===== src/rtl/conv_pkg.sv =====
// Shared types and helpers for the per-layer convolution controllers in the chain.
package conv_pkg;

  typedef enum logic [1:0] {
    LOAD    = 2'd0,
    COMPUTE = 2'd1,
    DRAIN   = 2'd2,
    OUT     = 2'd3
  } conv_state_t;

  // Address width for a memory of n entries; never narrower than one bit.
  function automatic int unsigned addr_w(input int unsigned n);
    return (n > 1) ? $clog2(n) : 1;
  endfunction

endpackage


===== src/rtl/conv_ctrl_counter.sv =====
// Synchronous mod-(MAX+1) counter with clear priority; last flags the terminal count.
module conv_ctrl_counter #(
  parameter int unsigned MAX = 1,
  parameter int unsigned W   = 1
) (
  input  logic         clk,
  input  logic         reset,
  input  logic         clr,
  input  logic         inc,
  output logic [W-1:0] cnt,
  output logic         last
);

  logic [W-1:0] cnt_q;
  logic [W-1:0] cnt_d;

  assign last = (cnt_q == W'(MAX));
  assign cnt  = cnt_q;

  always_comb begin
    cnt_d = cnt_q;
    if (clr) begin
      cnt_d = '0;
    end else if (inc) begin
      cnt_d = last ? '0 : cnt_q + W'(1);
    end
  end

  always_ff @(posedge clk) begin
    if (reset) begin
      cnt_q <= '0;
    end else begin
      cnt_q <= cnt_d;
    end
  end

endmodule


===== src/rtl/conv_layer_ctrl.sv =====
// Control FSM for one 1-D convolution layer: loads N inputs, then runs N-M+1
// M-tap MAC windows, presenting each result on a valid/ready output handshake.
module conv_layer_ctrl
  import conv_pkg::*;
#(
  parameter  int unsigned N  = 8,
  parameter  int unsigned M  = 4,
  localparam int unsigned XW = addr_w(N),
  localparam int unsigned FW = addr_w(M)
) (
  input  logic          clk,
  input  logic          reset,
  input  logic          s_valid,
  output logic          s_ready,
  output logic          x_wr_en,
  output logic [XW-1:0] x_wr_addr,
  output logic [XW-1:0] x_rd_addr,
  output logic [FW-1:0] f_addr,
  output logic          mac_en,
  output logic          mac_first,
  output logic          m_valid,
  input  logic          m_ready
);

  if (N < 1 || M < 1 || M > N) begin : g_param_err
    $error("conv_layer_ctrl: requires 1 <= M <= N");
  end

  conv_state_t   state_q;
  conv_state_t   state_d;

  logic          w_inc;
  logic          j_inc;
  logic          j_clr;
  logic          k_inc;
  logic          k_clr;
  logic [XW-1:0] wcnt;
  logic [XW-1:0] j_cnt;
  logic [FW-1:0] k_cnt;
  logic          w_last;
  logic          j_last;
  logic          k_last;
  logic          mac_en_q;
  logic          mac_first_q;

  // Write pointer, window start and tap index.
  conv_ctrl_counter #(.MAX(N - 1), .W(XW)) u_wcnt (
    .clk   (clk),
    .reset (reset),
    .clr   (1'b0),
    .inc   (w_inc),
    .cnt   (wcnt),
    .last  (w_last)
  );

  conv_ctrl_counter #(.MAX(N - M), .W(XW)) u_jcnt (
    .clk   (clk),
    .reset (reset),
    .clr   (j_clr),
    .inc   (j_inc),
    .cnt   (j_cnt),
    .last  (j_last)
  );

  conv_ctrl_counter #(.MAX(M - 1), .W(FW)) u_kcnt (
    .clk   (clk),
    .reset (reset),
    .clr   (k_clr),
    .inc   (k_inc),
    .cnt   (k_cnt),
    .last  (k_last)
  );

  // Outputs are decodes of state/counters or flops; x_wr_en is the write strobe.
  assign s_ready   = (state_q == LOAD);
  assign m_valid   = (state_q == OUT);
  assign x_wr_en   = s_valid & s_ready;
  assign x_wr_addr = wcnt;
  assign x_rd_addr = j_cnt + XW'(k_cnt);
  assign f_addr    = k_cnt;
  assign mac_en    = mac_en_q;
  assign mac_first = mac_first_q;

  always_comb begin
    state_d = state_q;
    w_inc   = 1'b0;
    j_inc   = 1'b0;
    j_clr   = 1'b0;
    k_inc   = 1'b0;
    k_clr   = 1'b0;
    case (state_q)
      LOAD: begin
        if (s_valid) begin
          w_inc = 1'b1;
          if (w_last) begin
            j_clr   = 1'b1;
            k_clr   = 1'b1;
            state_d = COMPUTE;
          end
        end
      end
      COMPUTE: begin
        k_inc = 1'b1;
        if (k_last) begin
          state_d = DRAIN;
        end
      end
      DRAIN: begin
        state_d = OUT;
      end
      OUT: begin
        if (m_ready) begin
          j_inc   = 1'b1;
          state_d = j_last ? LOAD : COMPUTE;
        end
      end
      default: begin
        state_d = LOAD;
      end
    endcase
  end

  // MAC strobes trail the read addresses by one cycle to meet the read data.
  always_ff @(posedge clk) begin
    if (reset) begin
      state_q     <= LOAD;
      mac_en_q    <= 1'b0;
      mac_first_q <= 1'b0;
    end else begin
      state_q     <= state_d;
      mac_en_q    <= (state_q == COMPUTE);
      mac_first_q <= (state_q == COMPUTE) && (k_cnt == '0);
    end
  end

endmodule


===== config.mk =====
export PLATFORM = sky130hd
export DESIGN_NAME = conv_layer_ctrl
export DESIGN_NICKNAME = d
export VERILOG_FILES = /design/src/rtl/conv_pkg.sv /design/src/rtl/conv_ctrl_counter.sv /design/src/rtl/conv_layer_ctrl.sv
export SDC_FILE = /design/constraint.sdc
export NUM_CORES = 1
export LEC_CHECK = 0
export BUFFER_PORTS_ARGS = -buffer_cell sky130_fd_sc_hd__clkbuf_2
export CAP_MARGIN = 10
export CORE_MARGIN = 2
export CORE_UTILIZATION = 50
export DETAILED_ROUTE_END_ITERATION = 8
export PLACE_DENSITY = 0.72
export SYNTH_ARGS = -nofsm -noshare
export SYNTH_HDL_FRONTEND = slang
export SYNTH_SLANG_ARGS = --single-unit
export TNS_END_PERCENT = 30

===== constraint.sdc =====
create_clock -name clk -period 3.3 [get_ports clk]
set_input_delay 0.495 -clock clk [delete_from_list [all_inputs] [get_ports clk]]
set_output_delay 0.495 -clock clk [all_outputs]
set_load 0.005 [all_outputs]

==> results.json <==
{
  "post_dp_cell_area_um2": 791,
  "distinct_cell_type_count_of_the_synthesized_netlist": 24,
  "synthesis.instances": 75,
  "powerDensity_nw_per_um2": 397,
  "via_count_of_the_first_global_routing_pass": 412,
  "die_width_um": 41.2,
  "routed-via-count": 566,
  "rr_startpoint": "state_q[0]",
  "ys_warn_count": 0,
  "io_pins": 17,
  "hold_path_startpoint": "u_jcnt.cnt[1]",
  "gr-total-overflow": 0,
  "final.setup.tns_ns": 0,
  "p_leak_nw": 0.366,
  "cp_max_fo": 5,
  "grt.total_usage_pct": 16.1,
  "routabilityCongestion": 0.734,
  "initialDrtViolationCount": 8,
  "mostFrequentLayoutCell": "clkbuf_2",
  "timing.critical_path.arrival_ns": 1.53,
  "initial_utilization_pct": 53.2,
  "via_per_inst": 5.19,
  "switching_share_pct": 29.0,
  "antenna_violations_before_repair": 0,
  "peak_freq_mhz": 495,
  "detailedPlacementHpwl_um": 966,
  "layout.cell_area.non_filler_um2": 813,
  "cts_inserted_buffers": 3,
  "synth.yosys.seq_area_share_pct": 34.7,
  "fin_nets": 112,
  "wire_length_of_the_first_global_routing_pass_mm": 1.68,
  "cp_cell_sequence": "ha_1, inv_1, fa_1, xnor2_1, clkbuf_2",
  "maxCapViolations": 0,
  "holdCritPathClass": "reg -> reg",
  "die_area_um2": 1700,
  "finalMaxSlewViolations": 0,
  "post_synth_xor_area_fraction_pct": 1.27,
  "critPathRequiredTime_ns": 2.80,
  "power_frac_seq_pct": 50.3,
  "syn_avg_cell_area_um2": 9.23,
  "ys_seq_elements": 12,
  "totalWireLength_mm": 1.21,
  "final_util_pct": 62.5,
  "cts.repair.resized": 0,
  "timing.hold.ws_ns": 0.485,
  "synth_top_family_by_area": "adder cells",
  "power.net_switching_mw": 0.0936,
  "place.detailed.instances": 106,
  "route.detailed.wl_per_inst_um": 11.1,
  "worstSetupPathType": "reg -> out",
  "clk_path_buf_depth": 2,
  "synthesized_netlist_net_count": 91,
  "p_int_mw": 0.230,
  "post_synth_and_or_nand_nor_area_fraction_pct": 21.0,
  "netlist_area_um2": 692,
  "synthMuxAreaShare_pct": 2.89,
  "kind_of_capture_point_of_the_worst_setup_path": "output port",
  "slew_headroom_pct": 75.4,
  "cts-root-buf": "clkbuf_4",
  "finalPower_mw": 0.323,
  "setup_viol_count_final": 0,
  "cts.repair_timing.setup_buffer_count": 0,
  "htree_levels": 1,
  "core_region_um2": 1300,
  "path_clk_slew_ns": 0.07,
  "cts_tree": "built",
  "startpoint_type": "flop",
  "post_route_cells_drive_above_1_share_pct": 23.4,
  "p_clk_share_pct": 28.5,
  "areaGrowthSynthToFinish_pct": 17.5,
  "postCtsHoldBufs": 0,
  "setup_repair_after_global_routing_missed_its_margin": "false",
  "timing.final.hold_violations": 0,
  "antennaDiodeCount": 0,
  "tightest_slew_ns": 0.360,
  "crit_path_max_incr_delay_ns": 0.41,
  "worst_skew_pair.late_latency_ns": 0.28,
  "num_rows": 13,
  "layoutNonFillerInstCount": 109,
  "clock_sink_count": 12,
  "io_buffer_count": 16,
  "preCtsSetupSlack_ns": 1.55,
  "run_status": "finished clean",
  "fin_worst_skew_ns": 0.00151,
  "grt_start_max_net_pins": 9,
  "total_iterations_of_the_first_detailed_routing_run": 4,
  "vdd_drop_max_v": 0.000259,
  "final_critical_path_setup_slack_ns": 1.28,
  "worst_setup_path_startpoint": "u_kcnt.cnt[0]",
  "synth_compound_area_share_pct": 12.5,
  "post-route-min-period_ns": 2.02,
  "most-common-layout-cells": "clkbuf_2 (16), dfxtp_1 (12), ha_1 (11)",
  "synth-adder-area-share_pct": 22.8,
  "min_period_over_period_pct": 61.2,
  "p_comb_share_pct": 21.1,
  "cp_slowest_cell": "dfxtp_1",
  "die_y_um": 41.2,
  "detail-route-antenna-nets": 0,
  "drc": 0
}
-- layer usage --
layer | up-vias | track usage [%] | share of wire, %
met5 | - | 0 | 0
met4 | 0 | 14.5 | 2.9
met3 | 5 | 4.89 | 4.1
met2 | 11 | 21.5 | 42
met1 | 254 | 20.4 | 51
li1 | 296 | - | -
-- sequential cells by signal, indices dropped and copies added (netlist names) --
signal,flops
mac_en,1
mac_first,1
state_q,2
u_jcnt.cnt,3
u_kcnt.cnt,2
u_wcnt.cnt,3
-- final timing paths --
check	endpoint	cells past startpoint	slack [ns]
max	x_rd_addr[2]	5	1.28
min	u_jcnt.cnt[1]	2	0.49
max reg2reg	state_q[0]	5	1.68
min reg2reg	u_jcnt.cnt[1]	2	0.49
-- critical path: cells and delay by family, from the launching register on --
kind / cells / cell delay, ns
buffers and inverters: 2 / 0.17
DFF: 1 / 0.41
adders and majority gates: 2 / 0.54
xor gates and xnor gates: 1 / 0.14
-- power groups by stage --
stage	clock (mW)	combinational (mW)	sequential [mW]
after CTS	0.0924	0.0691	0.163
final	0.0922	0.0683	0.163
after floorplan	0	0.0430	0.166
after global routing	0.0978	0.0777	0.164
after global placement	0	0.0673	0.165
after detailed placement	0	0.0687	0.166
-- synthesized netlist by cell type --
cell type	number	area (um2)
a2111oi_0	1	8.76
a21boi_1	1	7.51
a21oi_1	8	40.0
a31o_2	1	8.76
and2_1	1	6.26
dfxtp_1	12	240
fa_1	1	20.0
ha_1	11	138
inv_1	9	33.8
mux2i_1	2	20.0
nand2_1	8	30.0
nand2b_1	2	12.5
nand3_1	2	10.0
nand4_1	2	12.5
nand4b_1	1	8.76
nor2_1	4	15.0
nor2b_1	1	6.26
nor2b_4	2	27.5
o21ai_1	1	5.00
o31ai_1	1	7.51
o32ai_1	1	8.76
or3_1	1	6.26
or4b_1	1	10.0
xnor2_1	1	8.76
-- area by class of cell --
type                    instances  area [um2]
multi-input cells              54         418
repair buffers                 16        80.1
inverters                       9        33.8
clock buffers                   3        22.5
fillers                       118         488
well taps                      15        18.8
flip-flops and latches         12         240
-- logic make-up after synthesis --
kind of cell,count (synthesis)
simple gates,25
compound gates,14
fa+ha+maj,12
flops,12
buf+inv,9
mux,2
xor+xnor,1
Power figures use the tool's default switching activity.
